`src/rtl/mips_pkg.sv`:
```
// Shared MIPS definitions: widths, register/funct encodings and the instruction word type.
package mips_pkg;

  localparam int INST_W = 32;
  localparam int BYTE_W = 8;

  localparam logic [4:0] REG_S1 = 5'd17;
  localparam logic [4:0] REG_S2 = 5'd18;
  localparam logic [4:0] REG_T0 = 5'd8;
  localparam logic [4:0] REG_S7 = 5'd23;
  localparam logic [4:0] REG_RA = 5'd31;
  localparam logic [4:0] REG_S0 = 5'd16;

  localparam logic [5:0] FUNCT_ADD = 6'h20;
  localparam logic [5:0] FUNCT_SUB = 6'h22;
  localparam logic [5:0] FUNCT_AND = 6'h24;
  localparam logic [5:0] FUNCT_OR  = 6'h25;
  localparam logic [5:0] FUNCT_SLT = 6'h2a;
  localparam logic [5:0] FUNCT_JR  = 6'h08;

  typedef logic [INST_W-1:0] inst_t;
  typedef logic [1:0]        byte_idx_t;

  // Big-endian assembly: the three earlier bytes sit above the final byte.
  function automatic inst_t be_word(input logic [3*BYTE_W-1:0] hi,
                                    input logic [BYTE_W-1:0]   lo);
    return {hi, lo};
  endfunction

endpackage

```
`src/rtl/mips_inst_fifo.sv`:
```
// Generic synchronous FIFO with a separate occupancy counter and synchronous clear.
module mips_inst_fifo #(
  parameter  int DEPTH = 4,
  parameter  int WIDTH = 32,
  localparam int PTR_W = $clog2(DEPTH)
) (
  input  logic             clk,
  input  logic             rst_n,
  input  logic             clr,
  input  logic             push,
  input  logic [WIDTH-1:0] wdata,
  input  logic             pop,
  output logic [WIDTH-1:0] rdata,
  output logic [PTR_W:0]   count,
  output logic             full,
  output logic             empty
);

  logic [DEPTH-1:0][WIDTH-1:0] mem_q;
  logic [PTR_W-1:0]            rd_q, rd_d, wr_q, wr_d;
  logic [PTR_W:0]              count_q, count_d;
  logic                        do_push, do_pop;

  assign full  = (count_q == (PTR_W+1)'(DEPTH));
  assign empty = (count_q == '0);
  assign rdata = mem_q[rd_q];
  assign count = count_q;

  // A push while full only lands if the same edge frees a slot.
  assign do_pop  = pop && !empty;
  assign do_push = push && (!full || do_pop);

  always_comb begin
    rd_d    = rd_q;
    wr_d    = wr_q;
    count_d = count_q;
    if (clr) begin
      rd_d    = '0;
      wr_d    = '0;
      count_d = '0;
    end else begin
      if (do_pop)  rd_d = rd_q + PTR_W'(1);
      if (do_push) wr_d = wr_q + PTR_W'(1);
      case ({do_push, do_pop})
        2'b10:   count_d = count_q + (PTR_W+1)'(1);
        2'b01:   count_d = count_q - (PTR_W+1)'(1);
        default: count_d = count_q;
      endcase
    end
  end

  always_ff @(posedge clk or negedge rst_n) begin
    if (!rst_n) begin
      rd_q    <= '0;
      wr_q    <= '0;
      count_q <= '0;
      mem_q   <= '0;
    end else begin
      rd_q    <= rd_d;
      wr_q    <= wr_d;
      count_q <= count_d;
      if (do_push && !clr) mem_q[wr_q] <= wdata;
    end
  end

endmodule

```
`src/rtl/mips_inst_fetch.sv`:
```
// Byte-serial instruction fetch: big-endian word assembler, buffering FIFO and
// a single-issue output register feeding the MIPS execute stage.
module mips_inst_fetch
  import mips_pkg::*;
#(
  parameter  int DEPTH = 4,
  localparam int PTR_W = $clog2(DEPTH)
) (
  input  logic              clk,
  input  logic              rst_n,
  input  logic              in_valid,
  input  logic [BYTE_W-1:0] in_byte,
  input  logic              stall,
  input  logic              flush,
  output logic              out_valid,
  output logic [INST_W-1:0] instruction,
  output logic [PTR_W:0]    fifo_cnt,
  output logic              overflow
);

  byte_idx_t              byte_idx_q, byte_idx_d;
  logic [3*BYTE_W-1:0]    part_q, part_d;
  logic                   out_valid_q, out_valid_d;
  inst_t                  instr_q, instr_d;
  logic                   ovf_q, ovf_d;

  logic                   word_done, pop, drop;
  inst_t                  fifo_wdata, fifo_rdata;
  logic                   fifo_full, fifo_empty;
  logic [PTR_W:0]         fifo_count;

  // The fourth byte goes straight from the pins into the FIFO write port.
  assign word_done  = in_valid && (byte_idx_q == 2'd3) && !flush;
  assign fifo_wdata = be_word(part_q, in_byte);
  assign pop        = !fifo_empty && !stall && !flush;
  assign drop       = word_done && fifo_full && !pop;

  mips_inst_fifo #(
    .DEPTH (DEPTH),
    .WIDTH (INST_W)
  ) u_fifo (
    .clk   (clk),
    .rst_n (rst_n),
    .clr   (flush),
    .push  (word_done),
    .wdata (fifo_wdata),
    .pop   (pop),
    .rdata (fifo_rdata),
    .count (fifo_count),
    .full  (fifo_full),
    .empty (fifo_empty)
  );

  always_comb begin
    byte_idx_d  = byte_idx_q;
    part_d      = part_q;
    out_valid_d = 1'b0;
    instr_d     = instr_q;
    ovf_d       = ovf_q;
    if (flush) begin
      byte_idx_d = '0;
      part_d     = '0;
      ovf_d      = 1'b0;
    end else begin
      if (in_valid) begin
        byte_idx_d = byte_idx_q + 2'd1;
        part_d     = {part_q[2*BYTE_W-1:0], in_byte};
      end
      if (pop) begin
        out_valid_d = 1'b1;
        instr_d     = fifo_rdata;
      end
      if (drop) ovf_d = 1'b1;
    end
  end

  always_ff @(posedge clk or negedge rst_n) begin
    if (!rst_n) begin
      byte_idx_q  <= '0;
      part_q      <= '0;
      out_valid_q <= 1'b0;
      instr_q     <= '0;
      ovf_q       <= 1'b0;
    end else begin
      byte_idx_q  <= byte_idx_d;
      part_q      <= part_d;
      out_valid_q <= out_valid_d;
      instr_q     <= instr_d;
      ovf_q       <= ovf_d;
    end
  end

  assign out_valid   = out_valid_q;
  assign instruction = instr_q;
  assign fifo_cnt    = fifo_count;
  assign overflow    = ovf_q;

endmodule

```
`config.mk`:
```
export PLATFORM = sky130hd
export DESIGN_NAME = mips_inst_fetch
export DESIGN_NICKNAME = d
export VERILOG_FILES = /design/src/rtl/mips_pkg.sv /design/src/rtl/mips_inst_fifo.sv /design/src/rtl/mips_inst_fetch.sv
export SDC_FILE = /design/constraint.sdc
export NUM_CORES = 1
export LEC_CHECK = 0
export CORE_MARGIN = 3
export CORE_UTILIZATION = 50
export CTS_BUF_LIST = sky130_fd_sc_hd__clkbuf_4 sky130_fd_sc_hd__clkbuf_8
export DETAILED_ROUTE_END_ITERATION = 16
export GPL_TIMING_DRIVEN = 0
export HOLD_SLACK_MARGIN = 0.03
export PLACE_DENSITY = 0.69
export SETUP_SLACK_MARGIN = 0.2
export SLEW_MARGIN = 40
export SYNTH_ARGS = -nofsm -noshare
export SYNTH_HDL_FRONTEND = slang
export SYNTH_SLANG_ARGS = --single-unit
```
`constraint.sdc`:
```
create_clock -name clk -period 6.8 [get_ports clk]
set_clock_uncertainty 0.2 [all_clocks]
set_input_delay 1.36 -clock clk [delete_from_list [all_inputs] [get_ports clk]]
set_output_delay 1.36 -clock clk [all_outputs]
set_load 0.1 [all_outputs]
```
# [Yosys cells after proc, flatten, opt, wreduce, memory -nomap -nowiden]
# Cells that the tools add are included.
[op_classes] n_lt_le_gt_ge=3 eq_ne=4 mux=19 add_sub_neg=5 n_reduce_logical=23 bitwise=1
[op_table] op="$bwmux 128" n=1
[op_table] op="$bmux 32 s2" n=1
[op_table] op="$demux 32 s2" n=1
[op_table] op="$mux 32" n=2
[op_table] op="$mux 24" n=2
[op_table] op="$mux 2" n=6
[op_table] op="$logic_and 1x1->1" n=10
[op_table] op="$reduce_bool 2->1" n=4
[op_table] op="$add 2x1->2 const B" n=3
[op_table] op="$lt 2x3->1 const B" n=2
[op_table] op="$pmux 3 s2" n=1
[op_table] op="$logic_not 1->1" n=5
[op_table] op="$eq 2x2->1 const B" n=2
[op_table] op="$mux 1" n=4
[op_table] op="$add 3x1->3 const B" n=1
[op_table] op="$eq 3x3->1 const B" n=1
[op_table] op="$logic_not 3->1" n=1
[op_table] op="$mux 3" n=1
[op_table] op="$reduce_bool 3->1" n=1
[op_table] op="$sub 3x1->3 const B" n=1
[op_table] op="$eq 2x1->1 const B" n=1
[op_table] op="$ge 2x1->1 const B" n=1
[op_table] op="$reduce_and 2->1" n=1
[op_table] op="$logic_or 1x1->1" n=1
[op_table] op="$not 1->1" n=1
[totals] reg_bits=195 out_inout_bits=37

# [Longest topological paths before layout]
# Gate-level depths: netlist of run 1.
[logic_depth] depth_word=10 ltp_mapped=9 ltp_nobuf=8

# [By module]
# A second synthesis of run 1 with hierarchy kept.
[hier_totals] cells_unflattened=533 area_unflattened_um2=9048.7
[modules_own_cells] mod="mips_inst_fifo" n_inst=1 seq_area_each_um2=3378.2 area_per_inst_um2=6711.4 cells_each=373
[modules_own_cells] mod="mips_inst_fetch" n_inst=1 seq_area_each_um2=1501.4 area_per_inst_um2=2337.2 cells_each=160

# [Least setup slack after synthesis of run 1]
# No wires, ideal clock.
[synth_timing] kind="in2reg" startpoint="in in_valid" endpoint="reg u_fifo.count_q[2] (netlist: u_fifo.count[2])" n_path_buf=2 setup_ns=0.128 path_slack_ns=3.627 t_arrival_ns=2.845 t_required_ns=6.472 cell_stages=8 cell_sequence="buf_6 and2_0 clkbuf_1 nor3_1 fa_1 or3_1 nand3_1 a31oi_1"
[synth_via] elab_chain_len=6 elab_cells_between_ends=8 cone_classes="2 x eq/ne; 2 x mux; 4 x reduce/logical"
[synth_lines] element="start, declared" line="mips_inst_fetch.sv:11" rtl="input logic in_valid,"
[synth_lines] element="$logic_and 1x1->1 * (2 in a row)" line="mips_inst_fetch.sv:33" rtl="assign word_done = in_valid && (byte_idx_q == 2'd3) && !flush;"
[synth_lines] element="$logic_and 1x1->1 *" line="mips_inst_fifo.sv:31" rtl="assign do_push = push && (!full || do_pop);"
[synth_lines] element="$eq 2x1->1 / $eq 2x2->1 (equally long branches)" line="mips_inst_fifo.sv:44" rtl="case ({do_push, do_pop})"
[synth_lines] element="$pmux 3 s2" line="mips_inst_fifo.sv:44"
[synth_lines] element="$mux 3" line="mips_inst_fifo.sv:37" rtl="if (clr) begin"
[synth_lines] element="end signal, assigned" line="mips_inst_fifo.sv:61" rtl="count_q <= count_d;"
[synth_lines] element="end, declared" line="mips_inst_fifo.sv:21" rtl="logic [PTR_W:0] count_q, count_d;"
# Mark *: on every way between the ends. The rest lies on a longest branch, timed or not.
# A chain may end at the register's enable or synchronous reset.

# [Worst setup path in the final report of run 1]
# Same ends and word-level chain as after synthesis.

==> results.py, run 1 <==
metrics = {
    "timing": {
        "relSlewSlack_pct": 46.71,
        "fin_ws_ns": 3.302,
        "slew_violations": 0,
        "hold_violations": 0,
        "finalCritPeriodShare_pct": 51.44,
        "setup_violations": 0,
        "clock.fmax_mhz": 285.9,
        "worstMarginPinSlew_ns": 0.7993,
        "fin_crit_ns": 3.498,
        "rsz0062_at_grt": "no",
    },
    "yosys": {
        "synth_top_flop_cell": "dfrtp_1",
        "syn_nets": 547,
        "synth_top_area_cell": "dfrtp_1",
        "yosys-top-cells-area": "dfrtp_1 (54%), mux2_4 (20%), mux4_2 (8.0%)",
        "synthArstFlopShare_pct": 100.0,
        "synth_common_cells": "dfrtp_1 (195), mux2_4 (120), mux2_2 (40)",
        "synthCells": 528,
        "yosys_register_bits": 195,
        "syn_area_per_cell_um2": 16.99,
        "synth.most_common_cell": "dfrtp_1",
        "yosysTopAreaCellShare_pct": 54.39,
        "yosysWarnings": 0,
        "seq_area_frac_synth_pct": 54.39,
        "synth_edf_count": 0,
        "netlist_area_um2": 8972,
        "synth_cell_type_count": 34,
    },
    "global_routing": {
        "grt_max_degree": 81,
        "grt_remaining_overflow": 0,
        "grtUsageTotal_pct": 18.84,
        "antenna_found_initial": 0,
        "grt_pass1_vias": 5118,
        "grt_first_pass_wirelength_mm": 28.90,
    },
    "drt": {
        "drt_wl_total_mm": 17.22,
        "vias": 4586,
        "ant_nets": 0,
        "routed_via_density": 5.499,
        "wl_per_cell_um": 20.65,
        "drt_iter0_markers": 190,
        "drc_errors": 0,
        "drt_first_pass_iters": 4,
    },
    "critical_path": {
        "cp_num_buf_inv": 3,
        "crit_slowest_cell": "clkdlybuf4s50_1",
        "reg2reg_slack_ns": 4.30,
        "r2r_cells": 8,
        "path_delay_family": "buffers and inverters",
        "worstPathCellList": "clkdlybuf4s50_1 -> buf_6 -> and2_0 -> clkbuf_1 -> nor3_1 -> fa_1 -> o41ai_1 -> nand2b_1 -> a31oi_1",
        "crit_path_max_incr_delay_ns": 0.50,
        "reg2reg_to": "u_fifo.count[2]",
        "cp.depth": 9,
        "r2r_start": "byte_idx_q[0]",
        "critical_path_required_ns": 6.98,
        "critical_path_class": "in2reg",
        "cp_max_fo": 10,
        "critPathCaptureType": "register",
        "critPathLaunchType": "input pin",
        "critPathArrivalTime_ns": 3.67,
    },
    "placed_design": {
        "dp_hpwl_mm": 11.33,
        "portBuffers": 47,
        "dp.cells": 802,
        "place_ws_ns": 2.837,
        "place.gp.congestion": 0.7408,
    },
    "clocking": {
        "cts_max_level": 4,
        "root_buffer": "clkbuf_8",
        "clk_latency_ns": 0.46,
        "clock_sinks": 195,
        "cts_buffers": 17,
        "cts_setup_buffers": 0,
        "cts_tree": "built",
        "ctsResizeCount": 0,
        "clk_pin_slew_ns": 0.10,
        "cts_buffer_depth": 2,
        "holdBufCountCts": 0,
    },
    "power_and_ir_drop": {
        "swShare_pct": 25.63,
        "p_clk_share_pct": 35.5,
        "ir_drop_mv": 0.1365,
        "intPower_uw": 1590,
        "power_density_nw_per_um2": 213.9,
        "power_switching_uw": 547.8,
        "pwr-share-seq_pct": 56.6,
        "fin_total_pwr_uw": 2138,
        "power.leakage_uw": 0.004832,
        "p_comb_share_pct": 8.0,
    },
    "layout": {
        "finalNonFillerCells": 834,
        "nets": 615,
        "regArea_um2": 4880,
        "multi_input_area_um2": 3690,
        "area_growth_pct": 11.41,
        "antennaDiodeCount": 0,
        "drive_above_1_share_pct": 49.26,
        "final_util_pct": 57.39,
        "n_fill_cell": 1385,
    },
    "floorplan": {
        "io_pins": 50,
        "core_area_um2": 17420,
        "dieHeight_um": 140.0,
        "initial_core_util_pct": 51.52,
        "die_w_um": 140.0,
        "die_area_um2": 19590,
        "rows": 48,
    },
    "hold_path": {
        "hold_class": "reg2reg",
        "holdPathStages": 1,
        "hold_start": "instruction[15]",
        "whs_endpoint": "instruction[15]",
    },
    "flow_run": {
        "max_cap_violations": 0,
    },
    "status": {
        "status": "complete, no violations",
    },
}
-- power groups by stage --
stage / Sequential, uW / Combinational [uW] / Clock [uW]
floorplan: 1260 / 76.9 / 0
detailed placement: 1230 / 174 / 0
finish: 1210 / 170 / 758
global placement: 1230 / 170 / 0
CTS: 1210 / 174 / 775
global route: 1210 / 185 / 825
-- area by class of cell --
type                            count  area share [%]
Sequential cell                   195           48.82
Multi-Input combinational cell    294           36.91
Buffer                             36           3.918
Timing Repair Buffer               49           3.455
Tap cell                          225           2.816
Clock buffer                       18           2.416
Clock inverter                     14           1.552
Inverter                            3          0.1127
-- routing by layer --
layer | part of all wire [%] | track usage, %
met5 | 0 | 0
met4 | 1.2 | 4.997
met3 | 2.5 | 3.312
met2 | 49 | 30.74
met1 | 47 | 26.49
-- through the flow --
step,instance area (um2),setup TNS (ns),hold WS [ns]
final,9996,0,0.3060
after global routing,9996,0,0.3248
after CTS,9996,0,0.3113
after detailed placement,9599,0,0.2885
after global placement,9724,-684.76,0.2848
after floorplan,8972,0,0.2751
-- how the worst max path moves through the flow --
stage,start,slack [ns],to
6_report,in_valid,3.30,u_fifo.count[2]
2_1_floorplan,in_valid,3.63,u_fifo.count[2]
5_1_grt,in_valid,3.13,u_fifo.count[2]
3_3_place_gp,rst_n,-3.53,u_fifo.count[0]
3_5_place_dp,in_valid,2.84,u_fifo.count[2]
4_1_cts,in_valid,3.34,u_fifo.count[2]
-- logic make-up (layout without fill, tap and decap cells) --
logic type,count (synthesis),count (layout),synth area share [%]
buffers and inverters,39,120,4.490
xor gates and xnor gates,3,3,0.2929
adders and majority gates,6,6,0.9204
AOI/OAI and AO/OA,11,11,0.7112
DFF,195,195,54.39
muxes,217,217,35.92
and+or+nand+nor,57,57,3.277
-- cell usage in the layout (no fill, tap or decap), drive strengths merged, types with 2 or more instances in the layout --
| cell type | instances |
|---|---|
| dfrtp | 195 |
| a21oi | 3 |
| mux2i | 25 |
| xnor2 | 3 |
| mux4 | 32 |
| nand3 | 4 |
| nor3 | 4 |
| o21ai | 4 |
| clkinvlp | 4 |
| clkdlybuf4s50 | 9 |
| buf | 69 |
| nor3b | 2 |
| clkbuf | 25 |
| a31oi | 2 |
| inv | 6 |
| or3 | 3 |
| nand2 | 3 |
| clkinv | 5 |
| nor2 | 32 |
| bufinv | 2 |
| ha | 5 |
| mux2 | 160 |
| and2 | 5 |
-- worst reg2reg max path, stage by stage (launching register included) --
cell and delay, ns:
dfrtp_1 0.39, ha_1 0.20, and2_0 0.13, clkbuf_1 0.23, nor3_1 0.15, fa_1 0.45
o41ai_1 0.39, nand2b_1 0.11, a31oi_1 0.17
-- state kept, by name, summed over array words and instances, names as in the netlist --
name / flops
byte_idx_q: 2
instruction: 32
out_valid: 1
overflow: 1
part_q: 24
u_fifo.count: 3
u_fifo.mem_q: 128
u_fifo.rd_q: 2
u_fifo.wr_q: 2
No activity file was read; power rests on OpenSTA's default activity.
==> run 2, diff against run 1 <==
--- a/config.mk
+++ b/config.mk
@@ -11,7 +11,7 @@
 export DETAILED_ROUTE_END_ITERATION = 16
 export GPL_TIMING_DRIVEN = 0
 export HOLD_SLACK_MARGIN = 0.03
-export PLACE_DENSITY = 0.69
+export PLACE_DENSITY = 0.71
 export SETUP_SLACK_MARGIN = 0.2
 export SLEW_MARGIN = 40
 export SYNTH_ARGS = -nofsm -noshare
==> constraint.sdc (replaced) <==
create_clock -name clk -period 3 [get_ports clk]
set_clock_uncertainty 0.2 [all_clocks]
set_input_delay 0.6 -clock clk [delete_from_list [all_inputs] [get_ports clk]]
set_output_delay 0.6 -clock clk [all_outputs]
set_load 0.1 [all_outputs]
==> results.py, run 2 (synthesis gave the netlist of run 1 again) <==
metrics = {
    "power_and_ir_drop": {
        "pwr-share-seq_pct": 55.8,
        "p_comb_share_pct": 7.9,
        "power_density_nw_per_um2": 489.7,
        "p_clk_share_pct": 36.4,
        "intPower_uw": 3668,
        "fin_total_pwr_uw": 4911,
        "ir_drop_mv": 0.3007,
        "power_switching_uw": 1244,
        "power.leakage_uw": 0.004849,
        "swShare_pct": 25.32,
    },
    "timing": {
        "setup_violations": 0,
        "clock.fmax_mhz": 377.7,
        "slew_violations": 0,
        "hold_violations": 0,
        "whs_ns": 0.2648,
        "worstMarginPinSlew_ns": 0.7923,
        "rsz0062_at_grt": "no",
        "fin_crit_ns": 2.648,
        "relSlewSlack_pct": 47.18,
        "finalCritPeriodShare_pct": 88.26,
    },
    "clocking": {
        "clk_pin_slew_ns": 0.09,
        "cts_buffer_depth": 2,
        "cts_max_level": 4,
        "ctsResizeCount": 0,
        "holdBufCountCts": 1,
        "cts_buffers": 17,
        "cts_tree": "built",
        "root_buffer": "clkbuf_8",
        "clock_sinks": 195,
        "clk_latency_ns": 0.47,
        "cts_setup_buffers": 0,
    },
    "floorplan": {
        "core_area_um2": 17420,
        "initial_core_util_pct": 51.52,
        "die_area_um2": 19590,
        "io_pins": 50,
        "die_w_um": 140.0,
        "rows": 48,
        "dieHeight_um": 140.0,
    },
    "placed_design": {
        "place.gp.congestion": 0.7323,
        "dp.cells": 802,
        "place_area_um2": 9599,
        "dp_hpwl_mm": 11.19,
        "portBuffers": 47,
    },
    "critical_path": {
        "critPathArrivalTime_ns": 2.84,
        "r2r_start": "byte_idx_q[0]",
        "cp_max_fo": 10,
        "reg2reg_to": "u_fifo.count[2]",
        "r2r_cells": 8,
        "crit_path_max_incr_delay_ns": 0.49,
        "critPathCaptureType": "register",
        "critPathLaunchType": "input pin",
        "reg2reg_slack_ns": 0.57,
        "crit_slowest_cell": "clkdlybuf4s50_1",
        "critical_path_required_ns": 3.19,
        "worstPathCellList": "clkdlybuf4s50_1 -> buf_6 -> and2_0 -> clkbuf_1 -> nor3_1 -> fa_1 -> o41ai_1 -> nand2b_1 -> a31oi_1",
        "critical_path_class": "in2reg",
    },
    "hold_path": {
        "holdPathStages": 3,
        "hold_start": "stall",
        "whs_endpoint": "u_fifo.rd_q[0]",
        "hold_class": "in2reg",
    },
    "layout": {
        "finalNonFillerCells": 835,
        "final_common_cell": "dfrtp_1",
        "regMostFlops": "u_fifo.mem_q",
        "antennaDiodeCount": 0,
        "stdcell_area_um2": 10030,
        "nets": 616,
        "area_growth_pct": 11.77,
        "largest_reg_flops": 128,
        "drive_above_1_share_pct": 49.18,
        "final_cell_mix": "dfrtp_1 (195), mux2_4 (120), buf_2 (44)",
    },
    "global_routing": {
        "grt_max_degree": 81,
        "grt_pass1_vias": 4969,
        "grt_first_pass_wirelength_mm": 28.06,
        "grtUsageTotal_pct": 18.22,
        "grt_remaining_overflow": 0,
        "antenna_found_initial": 0,
    },
    "status": {
        "status": "complete, no violations",
    },
    "drt": {
        "vias": 4546,
        "drt_wl_total_mm": 16.88,
        "ant_nets": 0,
        "drc_errors": 0,
        "routed_via_density": 5.444,
        "wl_per_cell_um": 20.22,
        "drt_iter0_markers": 238,
        "drt_first_pass_iters": 4,
    },
    "flow_run": {
        "max_cap_violations": 0,
    },
}
==> run 2: worst max path at each step <==
stage	startpoint	endpoint	slack (ns)	depth (start not counted)
finish	in_valid	u_fifo.count[2]	0.35	9
global route	in_valid	u_fifo.count[2]	0.27	9
floorplan	u_fifo.count[0]	u_fifo.count[2]	0.35	6
detailed placement	in_valid	u_fifo.count[2]	-0.11	9
global placement	rst_n	u_fifo.count[2]	-6.57	1
CTS	in_valid	u_fifo.count[2]	0.39	9
==> run 2: through the flow <==
| stage | TNS, ns | setup slack (ns) | util, % |
|---|---|---|---|
| 3_5_place_dp | -0.1145 | -0.1145 | 55.11 |
| 5_1_grt | 0 | 0.2699 | 57.58 |
| 3_3_place_gp | -1278.50 | -6.567 | 55.83 |
| 2_1_floorplan | 0 | 0.3491 | - |
| 6_report | 0 | 0.3522 | 57.58 |
| 4_1_cts | 0 | 0.3859 | 57.58 |
==> run 2: power groups by stage <==
stage	clock, uW	sequential, uW	combinational (uW)
6_report	1790	2740	386
5_1_grt	1940	2750	417
4_1_cts	1830	2740	395
3_5_place_dp	0	2790	393
3_3_place_gp	0	2790	385
2_1_floorplan	0	2860	174
==> run 2: area by class of cell <==
cell class | instances | area (um2)
tap | 225 | 281.5
inverter | 3 | 11.26
timing repair buffer | 50 | 355.3
fill | 1362 | 7388
buffer | 36 | 391.6
sequential | 195 | 4880
multi-input combinational | 294 | 3690
clock inverter | 12 | 143.9
clock buffer | 20 | 275.3
==> run 2: layer usage <==
| metal | global-route usage, % | vias up | wire, um |
|---|---|---|---|
| met5 | 0 | - | 0 |
| met4 | 4.131 | 0 | 166 |
| met3 | 4.199 | 16 | 476 |
| met2 | 29.20 | 69 | 8196 |
| met1 | 25.74 | 2424 | 8043 |
| li1 | - | 2037 | - |
==> run 2: critical path: cells and delay by family <==
family          cells  cell delay, ns
fa+ha+maj           1            0.45
buf+inv             3            0.88
compound gates      2            0.52
simple gates        3            0.38
==> run 3, diff against run 2 <==
--- a/config.mk
+++ b/config.mk
@@ -12,6 +12,7 @@
 export GPL_TIMING_DRIVEN = 0
 export HOLD_SLACK_MARGIN = 0.03
 export PLACE_DENSITY = 0.71
+export REMOVE_ABC_BUFFERS = 1
 export SETUP_SLACK_MARGIN = 0.2
 export SLEW_MARGIN = 40
 export SYNTH_ARGS = -nofsm -noshare
==> constraint.sdc (replaced) <==
create_clock -name clk -period 3 [get_ports clk]
set_clock_uncertainty 0.2 [all_clocks]
set_input_delay 0.6 -clock clk [delete_from_list [all_inputs] [get_ports clk]]
set_output_delay 0.6 -clock clk [all_outputs]
set_load 0.02 [all_outputs]
==> results.py, run 3 (synthesis gave the netlist of run 1 again) <==
metrics = {
    "status": {
        "status": "complete, no violations",
    },
    "timing": {
        "fin_crit_ns": 2.600,
        "slew_violations": 0,
        "whs_ns": 0.3083,
        "fin_tns_setup_ns": 0,
        "setup_violations": 0,
        "worstMarginPinSlew_ns": 0.7513,
        "clock.fmax_mhz": 384.7,
        "finalCritPeriodShare_pct": 86.66,
        "rsz0062_at_grt": "no",
        "hold_violations": 0,
        "relSlewSlack_pct": 49.91,
    },
    "global_routing": {
        "grt_pass1_vias": 4923,
        "grtUsageTotal_pct": 17.81,
        "met2_usage_pct": 27.10,
        "met1_usage_pct": 26.37,
        "grt_max_degree": 82,
        "antenna_found_initial": 0,
        "grt-busiest-layer": "met2",
        "grt_first_pass_wirelength_mm": 27.48,
        "grt_remaining_overflow": 0,
        "grt_use_met3_pct": 3.312,
    },
    "placed_design": {
        "place_area_um2": 9488,
        "dp_hpwl_mm": 9.372,
        "place.gp.congestion": 0.7311,
        "dp.cells": 771,
        "portBuffers": 49,
    },
    "layout": {
        "final_common_cell": "dfrtp_1",
        "drive_above_1_share_pct": 41.87,
        "final_cell_mix": "dfrtp_1 (193), mux2_4 (120), clkdlybuf4s50_1 (46)",
        "finalNonFillerCells": 803,
        "final_util_pct": 57.03,
        "antennaDiodeCount": 0,
        "regMostFlops": "u_fifo.mem_q",
        "nets": 585,
        "stdcell_area_um2": 9932,
        "largest_reg_flops": 128,
        "area_growth_pct": 10.70,
        "n_fill_cell": 1356,
    },
    "clocking": {
        "cts_setup_buffers": 0,
        "clock_sinks": 195,
        "cts_tree": "built",
        "root_buffer": "clkbuf_8",
        "cts_max_level": 4,
        "clk_pin_slew_ns": 0.09,
        "cts_buffer_depth": 2,
        "clk_latency_ns": 0.45,
        "cts_buffers": 17,
    },
    "power_and_ir_drop": {
        "ir_drop_mv": 0.2914,
        "power_density_nw_per_um2": 492.2,
        "power.leakage_uw": 0.004639,
    },
    "drt": {
        "wl_per_cell_um": 20.36,
        "drt_first_pass_iters": 5,
        "vias": 4466,
        "ant_nets": 0,
        "drt_iter0_markers": 226,
        "drt_wl_total_mm": 16.35,
        "routed_via_density": 5.562,
        "drc_errors": 0,
    },
    "critical_path": {
        "crit_slowest_cell": "and2_4",
        "cp_num_buf_inv": 1,
        "cp_max_fo": 32,
        "path_delay_family": "simple AND/OR/NAND/NOR gates",
        "critPathLaunchType": "input pin",
        "critical_path_required_ns": 3.13,
        "critPathCaptureType": "register",
        "critical_path_class": "in2reg",
        "crit_path_max_incr_delay_ns": 0.68,
        "worstPathCellList": "clkdlybuf4s50_1 -> and4bb_4 -> nor3_4 -> and2_4 -> mux2_2",
        "critPathArrivalTime_ns": 2.73,
    },
    "flow_run": {
        "max_cap_violations": 0,
    },
    "floorplan": {
        "initial_core_util_pct": 51.52,
        "io_pins": 50,
        "dieHeight_um": 140.0,
        "die_w_um": 140.0,
        "rows": 48,
        "core_area_um2": 17420,
        "die_area_um2": 19590,
    },
    "hold_path": {
        "hold_class": "reg2reg",
    },
}
[run 3: per-stage QoR]
step | power (uW) | worst slack (ns)
after global routing | 5082 | 0.3191
after detailed placement | 3117 | -0.08645
after global placement | 3092 | -6.525
final | 4888 | 0.4003
after floorplan | 2941 | 0.3749
after CTS | 4941 | 0.4077
[run 3: final timing paths]
path / slack [ns] / cells past startpoint / from / endpoint
worst max-delay path: 0.40 / 5 / stall / u_fifo.mem_q[114]
worst min register to register: 0.31 / 1 / instruction[9] / instruction[9]
worst min-delay path: 0.31 / 1 / instruction[9] / instruction[9]
worst max register to register: 0.54 / 5 / byte_idx_q[0] / u_fifo.mem_q[114]
min in group asynchronous: 0.46 / 2 / rst_n / instruction[30]
max in group asynchronous: 1.40 / 3 / rst_n / instruction[15]
[run 3: power by group]
part           switching [uW]  internal [uW]
Clock                     889            941
Combinational             151            167
Sequential               53.1           2690
Total                    1090           3800
[run 3: layer usage]
layer  vias up  part of all wire, %
li1       1972                    -
met1      2372                   48
met2       102                   48
met3        20                  3.4
met4         0                  1.2
met5         -                    0
[run 3: layout make-up]
type,instances,area (um2),share of cell area (%)
Clock buffer,23,310.3,3.124
Clock inverter,8,123.9,1.247
Inverter,3,11.26,0.1134
Multi-Input combinational cell,294,3697,37.23
Sequential cell,195,4887,49.21
Tap cell,225,281.5,2.834
Timing Repair Buffer,55,620.6,6.248
[run 3: repair_timing]
item	4_1_cts	5_1_grt
hold buffers	1	0
resized for setup	0	0
hold endpoints to repair	52	0
